**config.mk**
```make
export PLATFORM = sky130hd
export DESIGN_NAME = icetap_spi_master
export DESIGN_NICKNAME = d
export VERILOG_FILES = /design/src/rtl/icetap_spi_master_pkg.sv /design/src/rtl/icetap_spi_clkgen.sv /design/src/rtl/icetap_spi_master.sv
export SDC_FILE = /design/constraint.sdc
export NUM_CORES = 1
export LEC_CHECK = 0
export CAP_MARGIN = 5
export CORE_MARGIN = 1
export CORE_UTILIZATION = 46
export DETAILED_ROUTE_END_ITERATION = 10
export GPL_TIMING_DRIVEN = 0
export HOLD_SLACK_MARGIN = 0.1
export PLACE_DENSITY = 0.7
export RECOVER_POWER = 25
export SLEW_MARGIN = 10
export SYNTH_ARGS = -nofsm -noshare
export SYNTH_HDL_FRONTEND = slang
export SYNTH_SLANG_ARGS = --single-unit
```
**constraint.sdc**
```tcl
create_clock -name scan_clk -period 3.11 [get_ports scan_clk]
set_input_delay 0.622 -clock scan_clk [delete_from_list [all_inputs] [get_ports scan_clk]]
set_output_delay 0.622 -clock scan_clk [all_outputs]
set_load 0.005 [all_outputs]
```
**src/rtl/icetap_spi_master_pkg.sv**
```systemverilog
// Shared constants and types for the icetap SPI master: chain-select codes,
// header width, SPI mode and the master FSM state encoding.
package icetap_spi_master_pkg;

  localparam int HDR_W    = 8;
  localparam int SPI_MODE = 0;

  localparam logic [7:0] CHAIN_CMD          = 8'h01;
  localparam logic [7:0] CHAIN_STATUS       = 8'h02;
  localparam logic [7:0] CHAIN_STORE_MASK   = 8'h03;
  localparam logic [7:0] CHAIN_TRIGGER_MASK = 8'h04;
  localparam logic [7:0] CHAIN_DATA         = 8'h05;

  typedef enum logic [1:0] {
    ST_IDLE,
    ST_SHIFT,
    ST_HOLD,
    ST_GAP
  } state_t;

  // The header goes out MSB first while the frame register shifts right.
  function automatic logic [7:0] reverse8(input logic [7:0] b);
    logic [7:0] r;
    for (int i = 0; i < 8; i++) r[i] = b[7-i];
    return r;
  endfunction

endpackage

```
**src/rtl/icetap_spi_clkgen.sv**
```systemverilog
// Half-period divider: ticks on the last scan_clk cycle of every half-period
// and toggles the SPI clock level on each tick.
module icetap_spi_clkgen #(
  parameter int CLK_DIV = 2
) (
  input  logic scan_clk,
  input  logic scan_reset_,
  input  logic run,
  input  logic restart,
  output logic tick,
  output logic level
);

  localparam int CW = (CLK_DIV > 1) ? $clog2(CLK_DIV) : 1;
  localparam logic [CW-1:0] RELOAD = CW'(CLK_DIV - 1);

  logic [CW-1:0] cnt;

  assign tick = run && (cnt == '0);

  always_ff @(posedge scan_clk or negedge scan_reset_) begin
    if (!scan_reset_) begin
      cnt   <= RELOAD;
      level <= 1'b0;
    end else if (restart) begin
      cnt   <= RELOAD;
      level <= 1'b0;
    end else if (tick) begin
      cnt   <= RELOAD;
      level <= ~level;
    end else if (run) begin
      cnt   <= cnt - 1'b1;
    end
  end

endmodule

```
**src/rtl/icetap_spi_master.sv**
```systemverilog
// Host-side SPI master for the icetap scan port: one request in, one mode-0
// frame (8-bit chain header + payload) out, captured MISO payload back.
//
//   state  | meaning
//   IDLE   | ready for a request; rsp_valid pulses here after a frame
//   SHIFT  | ss_ low, clocking 8+len bits
//   HOLD   | one half-period with spi_clk low, ss_ still low
//   GAP    | one half-period with ss_ high before the next frame
module icetap_spi_master
  import icetap_spi_master_pkg::*;
#(
  parameter int CLK_DIV  = 2,
  parameter int MAX_BITS = 64,
  parameter int LEN_BITS = $clog2(MAX_BITS + 1)
) (
  input  logic                scan_clk,
  input  logic                scan_reset_,
  input  logic                req_valid,
  output logic                req_ready,
  input  logic [7:0]          req_chain,
  input  logic [LEN_BITS-1:0] req_len,
  input  logic [MAX_BITS-1:0] req_wdata,
  output logic                rsp_valid,
  output logic [MAX_BITS-1:0] rsp_rdata,
  output logic                busy,
  output logic                spi_clk,
  output logic                spi_ss_,
  output logic                spi_mosi,
  input  logic                spi_miso
);

  localparam int FW = HDR_W + MAX_BITS;
  localparam int BW = $clog2(FW + 1);
  localparam int PW = (MAX_BITS > 1) ? $clog2(MAX_BITS) : 1;

  state_t state, state_nx;

  logic [FW-1:0]       frame;
  logic [MAX_BITS-1:0] rx;
  logic [BW-1:0]       bit_idx, bit_total;
  logic [PW-1:0]       pidx;
  logic [LEN_BITS-1:0] len_c;
  logic                tick, level, accept, last_bit, high_tick;

  assign accept    = req_valid && req_ready;
  assign req_ready = (state == ST_IDLE);
  assign busy      = !req_ready;
  assign len_c     = (req_len > LEN_BITS'(MAX_BITS)) ? LEN_BITS'(MAX_BITS) : req_len;
  assign last_bit  = (bit_idx == bit_total - BW'(1));
  assign high_tick = (state == ST_SHIFT) && tick && level;
  assign pidx      = PW'(bit_idx - BW'(HDR_W));
  assign spi_clk   = level && (state == ST_SHIFT);
  assign spi_ss_   = !((state == ST_SHIFT) || (state == ST_HOLD));

  icetap_spi_clkgen #(.CLK_DIV(CLK_DIV)) u_clkgen (
    .scan_clk    (scan_clk),
    .scan_reset_ (scan_reset_),
    .run         (state != ST_IDLE),
    .restart     (accept),
    .tick        (tick),
    .level       (level)
  );

  always_ff @(posedge scan_clk or negedge scan_reset_) begin
    if (!scan_reset_) state <= ST_IDLE;
    else              state <= state_nx;
  end

  always_comb begin
    state_nx = state;
    case (state)
      ST_IDLE:  if (accept) state_nx = ST_SHIFT;
      ST_SHIFT: if (high_tick && last_bit) state_nx = ST_HOLD;
      ST_HOLD:  if (tick) state_nx = ST_GAP;
      ST_GAP:   if (tick) state_nx = ST_IDLE;
      default:  state_nx = ST_IDLE;
    endcase
  end

  always_ff @(posedge scan_clk or negedge scan_reset_) begin
    if (!scan_reset_) begin
      frame     <= '0;
      rx        <= '0;
      bit_idx   <= '0;
      bit_total <= '0;
      spi_mosi  <= 1'b0;
      rsp_valid <= 1'b0;
      rsp_rdata <= '0;
    end else begin
      rsp_valid <= 1'b0;
      if (accept) begin
        frame     <= {req_wdata, reverse8(req_chain)};
        spi_mosi  <= req_chain[7];
        rx        <= '0;
        bit_idx   <= '0;
        bit_total <= BW'(HDR_W) + BW'(len_c);
      end else if (high_tick) begin
        // Header bits are clocked but their MISO is not kept.
        if (bit_idx >= BW'(HDR_W)) rx[pidx] <= spi_miso;
        frame    <= frame >> 1;
        spi_mosi <= last_bit ? 1'b0 : frame[1];
        bit_idx  <= bit_idx + BW'(1);
      end
      if ((state == ST_GAP) && tick) begin
        rsp_valid <= 1'b1;
        rsp_rdata <= rx;
      end
    end
  end

endmodule

```
==> flow_summary_export.csv <==
group,metric,value,unit
synth,ys_warn_count,0,
timing,fmax,351,MHz
global_route,grt_max_degree,92,
worst_setup_path,cp_data_required_time,3.49,ns
die,start_util,0.469,
worst_setup_path,crit_type,"flip-flop to flip-flop",
power_and_ir_drop,peakVddDrop,0.448,mV
place,place_inst,1349,
final_layout,diodes,0,
worst_setup_path,r2r_end,"rsp_rdata[58]$_DFFE_PN0P_",
synth,syn_nets,1018,
global_route,grt_pass1_wl,39600,µm
global_route,antenna_found_initial,0,
final_layout,final_nets,1198,
routing,wl_per_cell,17.2,µm
worst_setup_path,timing.rr.start,"state[0]$_DFFE_PN0P_",
synth,ys_types,40,
routing,drc,0,
clocking,cts_made_buffers,23,
timing,max_slew_margin,0.0309,
synth,syn_inst,925,
synth,async_flop_share,1.00,
synth,yosysTopAreaCell,"dfrtp_1",
min_path,hold_end,"frame[64]$_DFFE_PN0N_",
synth,synth_area_leaders,"dfrtp_1 58%, mux2_2 7.7%, o21ai_0 7.5%, nand2_1 6.8%, a22oi_1 4.1%",
die,row_count,52,
min_path,hold_class,"flip-flop to flip-flop",
place,gp_congestion,0.846,
timing,period_minus_slack,2.85,ns
place,dp_slack,0.0141,ns
clocking,htreeDepth,1,
timing,rsz0062_at_grt,"false",
place,numPortBuffers,152,
flow_run,maxCapViolations,0,
clocking,cts_root_buffer,"clkbuf_16",
place,dpl.hpwl,16100,µm
synth,yosysMostFrequentCell,"dfrtp_1",
clocking,insertion_delay,0.51,ns
min_path,whs_path_depth,2,
die,ioPinCount,153,
clocking,clockBufferDepth,3,
clocking,cts_tree,"built",
worst_setup_path,path_cells,"inv_1, ha_1, clkbuf_1, nor2_1, and2_1, clkbuf_1, buf_1, mux2_2",
timing,min_period_over_period,0.917,
synth,synth_common_cells,"218 x dfrtp_1, 172 x nand2_1, 141 x o21ai_0, 68 x a21oi_1, 65 x mux2_2",
worst_setup_path,cp_slowest_cell,"clkbuf_1",
worst_setup_path,cpPeakStageDelay,0.51,ns
clocking,cts.reportedPaths.clkPinSlew,0.06,ns
synth,netlist.area_leader.share,0.577,
timing,worst_slack,0.260,ns
worst_setup_path,crit_buf_inv,4,
synth,ys.flop_type,"dfrtp_1",
timing,finalHoldViolCount,0,
worst_setup_path,crit_family,"buffers and inverters",
global_route,grt_pass1_vias,7515,
power_and_ir_drop,p_per_area,747,nW/µm²
routing,wirelength,23900,µm
worst_setup_path,cp.arrival,3.23,ns
timing,worstMarginPinSlew,1.45,ns
synth,syn_area_per_cell,10.2,µm²
global_route,grt_usage,0.232,
worst_setup_path,cpMostUsedCell,"clkbuf_1",
routing,ant_nets,0,
final_layout,syn_to_final_growth,28.3,%
synth,synth.cell_area,9460,µm²
die,fp.dieW,145,µm
die,die_h,145,µm
timing,setup_viol,0,
synth,yosysSeqAreaShare,0.579,
routing,firstDrtPassIters,5,
routing,first_iter_violations,481,
timing,holdWs,0.472,ns
timing,slew_violations,0,
clocking,post_cts_buffers,0,
die,core,20200,µm²
min_path,hp-start,"frame[64]$_DFFE_PN0N_",
synth,ys_ff_latch,219,
final_layout,drive_above_1_share,0.109,
final_layout,fin_cells,1391,
outcome,status,"complete, no violations",
synth,synth_edf_count,0,
worst_setup_path,endpoint_kind,"flip-flop",
clocking,cts.sinks,219,
timing,finClkSkew,0.0107,ns
routing,viasPerCell,5.50,
routing,num_vias,7655,
power_and_ir_drop,p_leak,5.49,nW
worst_setup_path,reg2reg_depth,8,
die,dieArea,21100,µm²
global_route,grt_overflow_total,0,
worst_setup_path,r2r_setup_slack,0.26,ns
worst_setup_path,start_kind,"flip-flop",
worst_setup_path,cp_max_fo,10,
## cell type report
cell class / count / area (µm²)
plain buffers: 60 / 244
clock buffers: 33 / 673
clock inverters: 8 / 65.1
fillers: 1726 / 8030
inverters: 10 / 37.5
multi-input cells: 636 / 3720
flip-flops and latches: 219 / 5480
well taps: 270 / 338
repair buffers: 155 / 1580
## power by group
part,leakage [nW],internal [W],switching (W)
registers,2.90,0.00343,0.000347
logic,2.21,0.00102,0.00159
clock network,0.373,0.00158,0.00110
## layout by cell type (no fill, tap or decap), drive strengths merged, types with 2 or more instances in the layout
cell type,instances
mux2i,2
a31oi,21
inv,8
o21ai,141
clkbuf,76
nor3,8
nand2,172
mux2,65
nor2b,5
buf,20
clkdlybuf4s50,151
nand2b,4
ha,10
and3,3
nand3b,3
xor2,6
nand3,5
dfrtp,218
or3,4
xnor2,8
nand4,4
a22oi,52
clkinv,9
a21oi,69
and2,4
nor2,40
## how the worst max path moves through the flow
stage,start,endpoint,slack (ns),cells past startpoint
finish,state[0]$_DFFE_PN0P_,rsp_rdata[58]$_DFFE_PN0P_,0.26,8
global route,state[1]$_DFFE_PN0P_,rx[31]$_DFFE_PN0P_,0.03,10
CTS,state[0]$_DFFE_PN0P_,rx[31]$_DFFE_PN0P_,0.09,10
detailed placement,req_valid,rx[31]$_DFFE_PN0P_,0.01,8
global placement,scan_reset_,frame[58]$_DFFE_PN0N_,-7.86,1
floorplan,bit_idx[1]$_DFFE_PN0N_,rx[62]$_DFFE_PN0P_,0.82,9
## cell families after synthesis
| logic type | share of synthesized area |
|---|---|
| simple gates | 0.113 |
| compound gates | 0.172 |
| xor+xnor | 0.0130 |
| buf+inv | 0.0296 |
| fa+ha+maj | 0.0132 |
| mux | 0.0795 |
| flops | 0.579 |
## metrics by stage
step	power [W]	TNS [ns]	instance area (µm²)	utilization
floorplan	0.00547	0	9460	-
global placement	0.00632	-1714.51	11300	0.561
detailed placement	0.00640	0	11400	0.565
CTS	0.00911	0	12100	0.602
global route	0.00964	0	12100	0.602
finish	0.00907	0	12100	0.602
## worst register-to-register path, cell delays in order (launching register included)
cell      delay (ns)
dfrtp_1         0.37
inv_1           0.08
ha_1            0.21
clkbuf_1        0.20
nor2_1          0.22
and2_1          0.23
clkbuf_1        0.51
buf_1           0.49
mux2_2          0.41
## flip-flops by register name, summed over array words and instances, names as in the netlist
register	flops
rx	64
frame	71
rsp_valid	1
state	2
u_clkgen.cnt	1
bit_idx	7
bit_total	7
spi_mosi	1
rsp_rdata	64
u_clkgen.level	1
## what timing repair did
| item | 4_1_cts | 5_1_grt |
|---|---|---|
| setup endpoints to repair | 0 | 44 |
| hold buffers | 1 | 0 |
| gates resized for setup | 0 | 3 |
| hold endpoints to repair | 59 | 0 |
## layer usage
| layer | part of all wire | GRT usage |
|---|---|---|
| met5 | 0 | 0 |
| met4 | 0.026 | 0.0721 |
| met3 | 0.077 | 0.0480 |
| met2 | 0.46 | 0.364 |
| met1 | 0.44 | 0.326 |
No activity file was read; power rests on OpenSTA's default activity.
==> patch 1, RTL diff (same flow settings) <==
The 4 states of `state_t` get a Gray code encoding in 2 bits.
--- a/src/rtl/icetap_spi_master_pkg.sv
+++ b/src/rtl/icetap_spi_master_pkg.sv
@@ -13,8 +13,8 @@
 
   typedef enum logic [1:0] {
-    ST_IDLE,
-    ST_SHIFT,
-    ST_HOLD,
-    ST_GAP
+    ST_IDLE  = 2'b00,
+    ST_SHIFT = 2'b01,
+    ST_HOLD  = 2'b11,
+    ST_GAP   = 2'b10
   } state_t;
 
Check against the original RTL: same outputs for any inputs over 10 cycles, from zero or initial values and one cycle with scan_reset_ low; not proved beyond that.
==> patch 1 against the unedited design <==
Power is 18% higher. Wire length decreased by 3.6%. Count of clock-buffer cells in the layout rose by 4. Setup slack better by 0.17 ns. Cell area rose by 1.1%. Sequential cell count stayed put. Global-route usage decreased by 0.68 points. Combinational power grew 38%. Clock power is 8.2% higher. Area after synthesis up 0.61%.
==> patch 1: results (changes against the unedited design) <==
\begin{tabular}{lr}
\hline
Metric & Value \\
\hline
\multicolumn{2}{l}{\textbf{Placed design}} \\
\quad Area after DPL & 0.0114 sq mm (+0.51\%) \\
\quad Final HPWL from detailed placement & 15900 um (-1.2\%) \\
\quad Total instance count after detailed placement & 1320 (-2.1\%) \\
\quad Post-Place Setup Slack & 0.438 ns (+0.424 ns) \\
\quad Final estimated routing congestion in global placement & 0.843 (-0.34\%) \\
\multicolumn{2}{l}{\textbf{Global routing}} \\
\quad Total routing usage reported by global routing & 22.5\% (-0.68 points) \\
\quad Maximum number of pins on one net before global-route repair & 109 (+18\%) \\
\quad Wire length of the first global-routing pass & 38600 um (-2.6\%) \\
\quad Number of global-route vias before repair & 7339 (-2.3\%) \\
\multicolumn{2}{l}{\textbf{Run status}} \\
\quad Outcome & finished, final reports clean \\
\multicolumn{2}{l}{\textbf{Synthesis}} \\
\quad Ranking of synthesized cells by instance count & dfrtp\_1, o21ai\_0, nand2\_1, a21oi\_1, mux2\_2 \\
\quad Number of distinct library cells after synthesis & 49 (+23\%) \\
\quad Ranking of synthesized cells by area & dfrtp\_1, o21ai\_0, mux2\_2 \\
\quad Mapped Avg Cell Area & 10.6 sq um (+3.9\%) \\
\quad Number of warning messages in the yosys log & 0 (unchanged) \\
\multicolumn{2}{l}{\textbf{STA}} \\
\quad Worst Clk Skew & 0.00652 ns (-0.00423 ns) \\
\quad Slew at the pin closest to its max-slew limit & 1.25 ns (-0.201 ns) \\
\multicolumn{2}{l}{\textbf{Critical path}} \\
\quad Data arrival time of the worst path & 3.11 ns (-0.12 ns) \\
\multicolumn{2}{l}{\textbf{Finish}} \\
\quad Final \#Nets & 1166 (-2.7\%) \\
\quad Share of final-layout standard cells stronger than drive strength 1 & 14.6\% (+3.7 points) \\
\quad Number of standard cells in the final layout excluding fillers & 1364 (-1.9\%) \\
\multicolumn{2}{l}{\textbf{Drt}} \\
\quad Routed WL per cell & 16.9 um (-1.7\%) \\
\quad Starting DRC count in detailed routing & 435 (-9.6\%) \\
\quad Detailed-route via count & 7412 (-3.2\%) \\
\multicolumn{2}{l}{\textbf{CTS}} \\
\quad Total CTS buffers & 24 (+4.3\%) \\
\multicolumn{2}{l}{\textbf{Pwr}} \\
\quad IR Drop Worst-Case VDD & 0.596 mV (+33\%) \\
\quad Reported leakage power & 0.00551 uW (+0.31\%) \\
\hline
\end{tabular}
==> patch 1: changes by cell type in the layout (fill, tap and decap cells not counted), moves of 8 or more <==
cell / before / now
o21ai_0: 141 / 149
o21ai_1: 0 / 16
nor2_1: 40 / 15
clkbuf_1: 45 / 14
nand2_1: 172 / 147
a31oi_1: 21 / 2
mux2i_1: 2 / 24
buf_2: 8 / 31
==> patch 1: layout make-up <==
type                       instances  area, sq um
clock inverter                     6         57.6
multi-input combinational        608         3740
sequential                       219         5480
clock buffer                      37          771
buffer                            59          275
fill                            1695         7950
tap                              270          338
inverter                          10         37.5
timing repair buffer             155         1580
==> patch 1: per-layer routing <==
metal	share of wire, %	up-vias	GRT usage (%)
li1	-	3532	-
met1	44	3551	30.8
met2	45	284	35.7
met3	7.9	45	5.55
met4	2.7	0	6.47
met5	0	-	0
==> patch 1: final timing paths <==
| path | endpoint | slack, ns | startpoint | depth (start not counted) |
|---|---|---|---|---|
| setup / recovery | rx[5] | 0.43 | bit_idx[1] | 9 |
| hold / removal | frame[25] | 0.47 | frame[25] | 2 |
| setup reg to reg | rx[5] | 0.43 | bit_idx[1] | 9 |
| hold reg to reg | frame[25] | 0.47 | frame[25] | 2 |
| max in group asynchronous | frame[37] | 0.77 | scan_reset_ | 4 |
| min in group asynchronous | rsp_rdata[16] | 0.92 | scan_reset_ | 2 |
==> patch 1: worst max-delay path, stage by stage, from the launching register on <==
cell,delay (ns)
dfrtp_1,0.37
buf_2,0.23
clkinv_1,0.26
ha_1,0.25
nor4bb_1,0.15
or4b_4,0.52
a21oi_4,0.31
clkbuf_2,0.28
o21ai_0,0.13
o21ai_0,0.08
==> patch 1: per-stage QoR <==
| step | power, uW | util, % |
|---|---|---|
| after floorplan | 6580 | - |
| after global placement | 7740 | 56.2 |
| after detailed placement | 7870 | 56.6 |
| after CTS | 10800 | 60.7 |
| after global routing | 11500 | 60.7 |
| final | 10700 | 60.7 |
==> patch 1: cell families (layout without fill, tap and decap cells) <==
kind of cell    count (synthesis)  count (layout)  share of synthesized area [%]
compound gates                292             292                           17.1
flops                         219             219                           57.6
simple gates                  207             207                           9.61
mux                            89              89                           10.2
buf+inv                        69             267                           3.30
xor+xnor                       14              14                           1.43
fa+ha+maj                       6               6                          0.789
==> patch 1: report_power, final <==
part / switching [uW] / total (uW) / internal (uW) / leakage (uW)
clock network: 1120 / 2900 / 1780 / 0.000412
registers: 536 / 4240 / 3700 / 0.00292
logic: 2230 / 3600 / 1370 / 0.00217
==> patch 2, RTL diff (same settings) <==
Without the edit above. The parameter `MAX_BITS` goes from 64 to 128.
--- a/src/rtl/icetap_spi_master.sv
+++ b/src/rtl/icetap_spi_master.sv
@@ -11,5 +11,5 @@
 #(
   parameter int CLK_DIV  = 2,
-  parameter int MAX_BITS = 64,
+  parameter int MAX_BITS = 128,
   parameter int LEN_BITS = $clog2(MAX_BITS + 1)
 ) (
Ports: changed (resized req_len, req_wdata and rsp_rdata); port bits go from 153 to 282. The function was not compared with the original's and may differ.
==> patch 2 against the unedited design <==
Area after synthesis is 84% higher. Die area rose by 83%. Critical path type unchanged. Largest cell class unchanged. Sequential power up 84%. Utilization grew 0.54 points. Clock power is 100% higher. Cell area increased by 85%. Clock skew increased by 0.0014 ns. Wire length rose by 100%. Synthesized cell count rose by 79%. Power rose by 76%. Setup slack got worse by 0.057 ns. Combinational power increased by 37%. Sequential cell count is 194 higher.
==> patch 2: results (changes against the unedited design) <==
\begin{tabular}{lr}
\hline
Metric & Value \\
\hline
\multicolumn{2}{l}{\textbf{Run status}} \\
\quad Outcome & finished, final reports clean \\
\multicolumn{2}{l}{\textbf{Synthesis}} \\
\quad Ranking of synthesized cells by instance count & dfrtp\_1, nand2\_1, nor2\_1, a31oi\_1, mux2\_2 \\
\quad Number of distinct library cells after synthesis & 48 (+20\%) \\
\quad Syn Nets & 1808 (+78\%) \\
\quad Synthesized-area fraction occupied by ao, oa, aoi and oai cells & 14.2\% (-3.1 points) \\
\quad Part of the Yosys area used for sequential elements & 59.2\% (+1.3 points) \\
\quad Synthesized-area fraction occupied by adder cells & 0.574\% (-0.75 points) \\
\quad Proportion of synthesized area in mux cells & 8.43\% (+0.48 points) \\
\multicolumn{2}{l}{\textbf{Global routing}} \\
\quad Maximum number of pins on one net before global-route repair & 118 (+28\%) \\
\quad Global routing usage on met2 & 40.3\% (+3.9 points) \\
\quad GR met3 Demand/Resource & 7.29\% (+2.5 points) \\
\quad Total routing usage reported by global routing & 25.0\% (+1.8 points) \\
\multicolumn{2}{l}{\textbf{Drt}} \\
\quad Met3 WL post-DR & 3860 um (+110\%) \\
\quad Detailed-route wire length on metal 1 & 20200 um (+92\%) \\
\quad Uppermost signal routing layer after detailed routing & met5 \\
\quad Wire length on met2 & 23100 um (+110\%) \\
\quad Starting DRC count in detailed routing & 885 (+84\%) \\
\quad Final wirelength & 48200 um (+100\%) \\
\quad Vias per inst & 5.51 (about the same) \\
\multicolumn{2}{l}{\textbf{Finish}} \\
\quad Final \#Nets & 2139 (+79\%) \\
\quad Number of standard cells in the final layout excluding fillers & 2523 (+81\%) \\
\quad Largest registers & frame: 135 flops, rsp\_rdata: 128 flops, rx: 128 flops \\
\quad Signed area change from the synthesized netlist to the final layout & 28.7\% \\
\quad Share of final-layout standard cells stronger than drive strength 1 & 12.5\% (+1.6 points) \\
\multicolumn{2}{l}{\textbf{CTS}} \\
\quad Worst skew pair latency & 0.56 ns (+0.05 ns) \\
\quad Max H-tree Level & 2 (+1) \\
\multicolumn{2}{l}{\textbf{Critical path}} \\
\quad Setup slack, reg-to-reg & 0.20 ns (-0.06 ns) \\
\quad Max incr delay on CP & 0.61 ns (+0.10 ns) \\
\multicolumn{2}{l}{\textbf{Placed design}} \\
\quad Post-Place Setup Slack & -0.339 ns (-0.353 ns) \\
\quad Total instance count after detailed placement & 2440 (+81\%) \\
\quad Final estimated routing congestion in global placement & 0.818 (-3.3\%) \\
\quad Area after DPL & 0.0210 sq mm (+84\%) \\
\multicolumn{2}{l}{\textbf{STA}} \\
\quad Post-Route Hold Slack & 0.504 ns (+0.0326 ns) \\
\multicolumn{2}{l}{\textbf{Min path}} \\
\quad Worst Hold Launch & rsp\_rdata[70] \\
\quad Hold endpoint & rsp\_rdata[70] \\
\multicolumn{2}{l}{\textbf{Pwr}} \\
\quad IR Drop Worst-Case VDD & 0.510 mV (+14\%) \\
\hline
\end{tabular}
==> patch 2: final cells by class <==
cell class              instances  share of cell area, %
diodes                          3                 0.0334
repair buffers                285                   12.7
inverters                       9                  0.150
clock buffers                  64                   5.78
plain buffers                 131                   2.65
well taps                     504                   2.81
clock inverters                15                  0.925
multi-input cells            1099                   28.9
flip-flops and latches        413                   46.0
==> patch 2: how the worst max path moves through the flow <==
stage / endpoint / slack [ns] / cells past startpoint
final: rx[87] / 0.20 / 8
after global routing: frame[133] / 0.0009 / 9
after CTS: frame[99] / 0.01 / 8
after detailed placement: bit_total[7] / -0.34 / 6
after global placement: frame[91] / -16.47 / 1
after floorplan: rx[92] / 0.96 / 9
==> patch 2: power by group <==
group / leakage [uW] / internal [uW] / switching [uW]
clock: 0.000736 / 3310 / 2160
sequential: 0.00534 / 6370 / 581
combinational: 0.00393 / 1510 / 2070
total: 0.0100 / 11200 / 4820
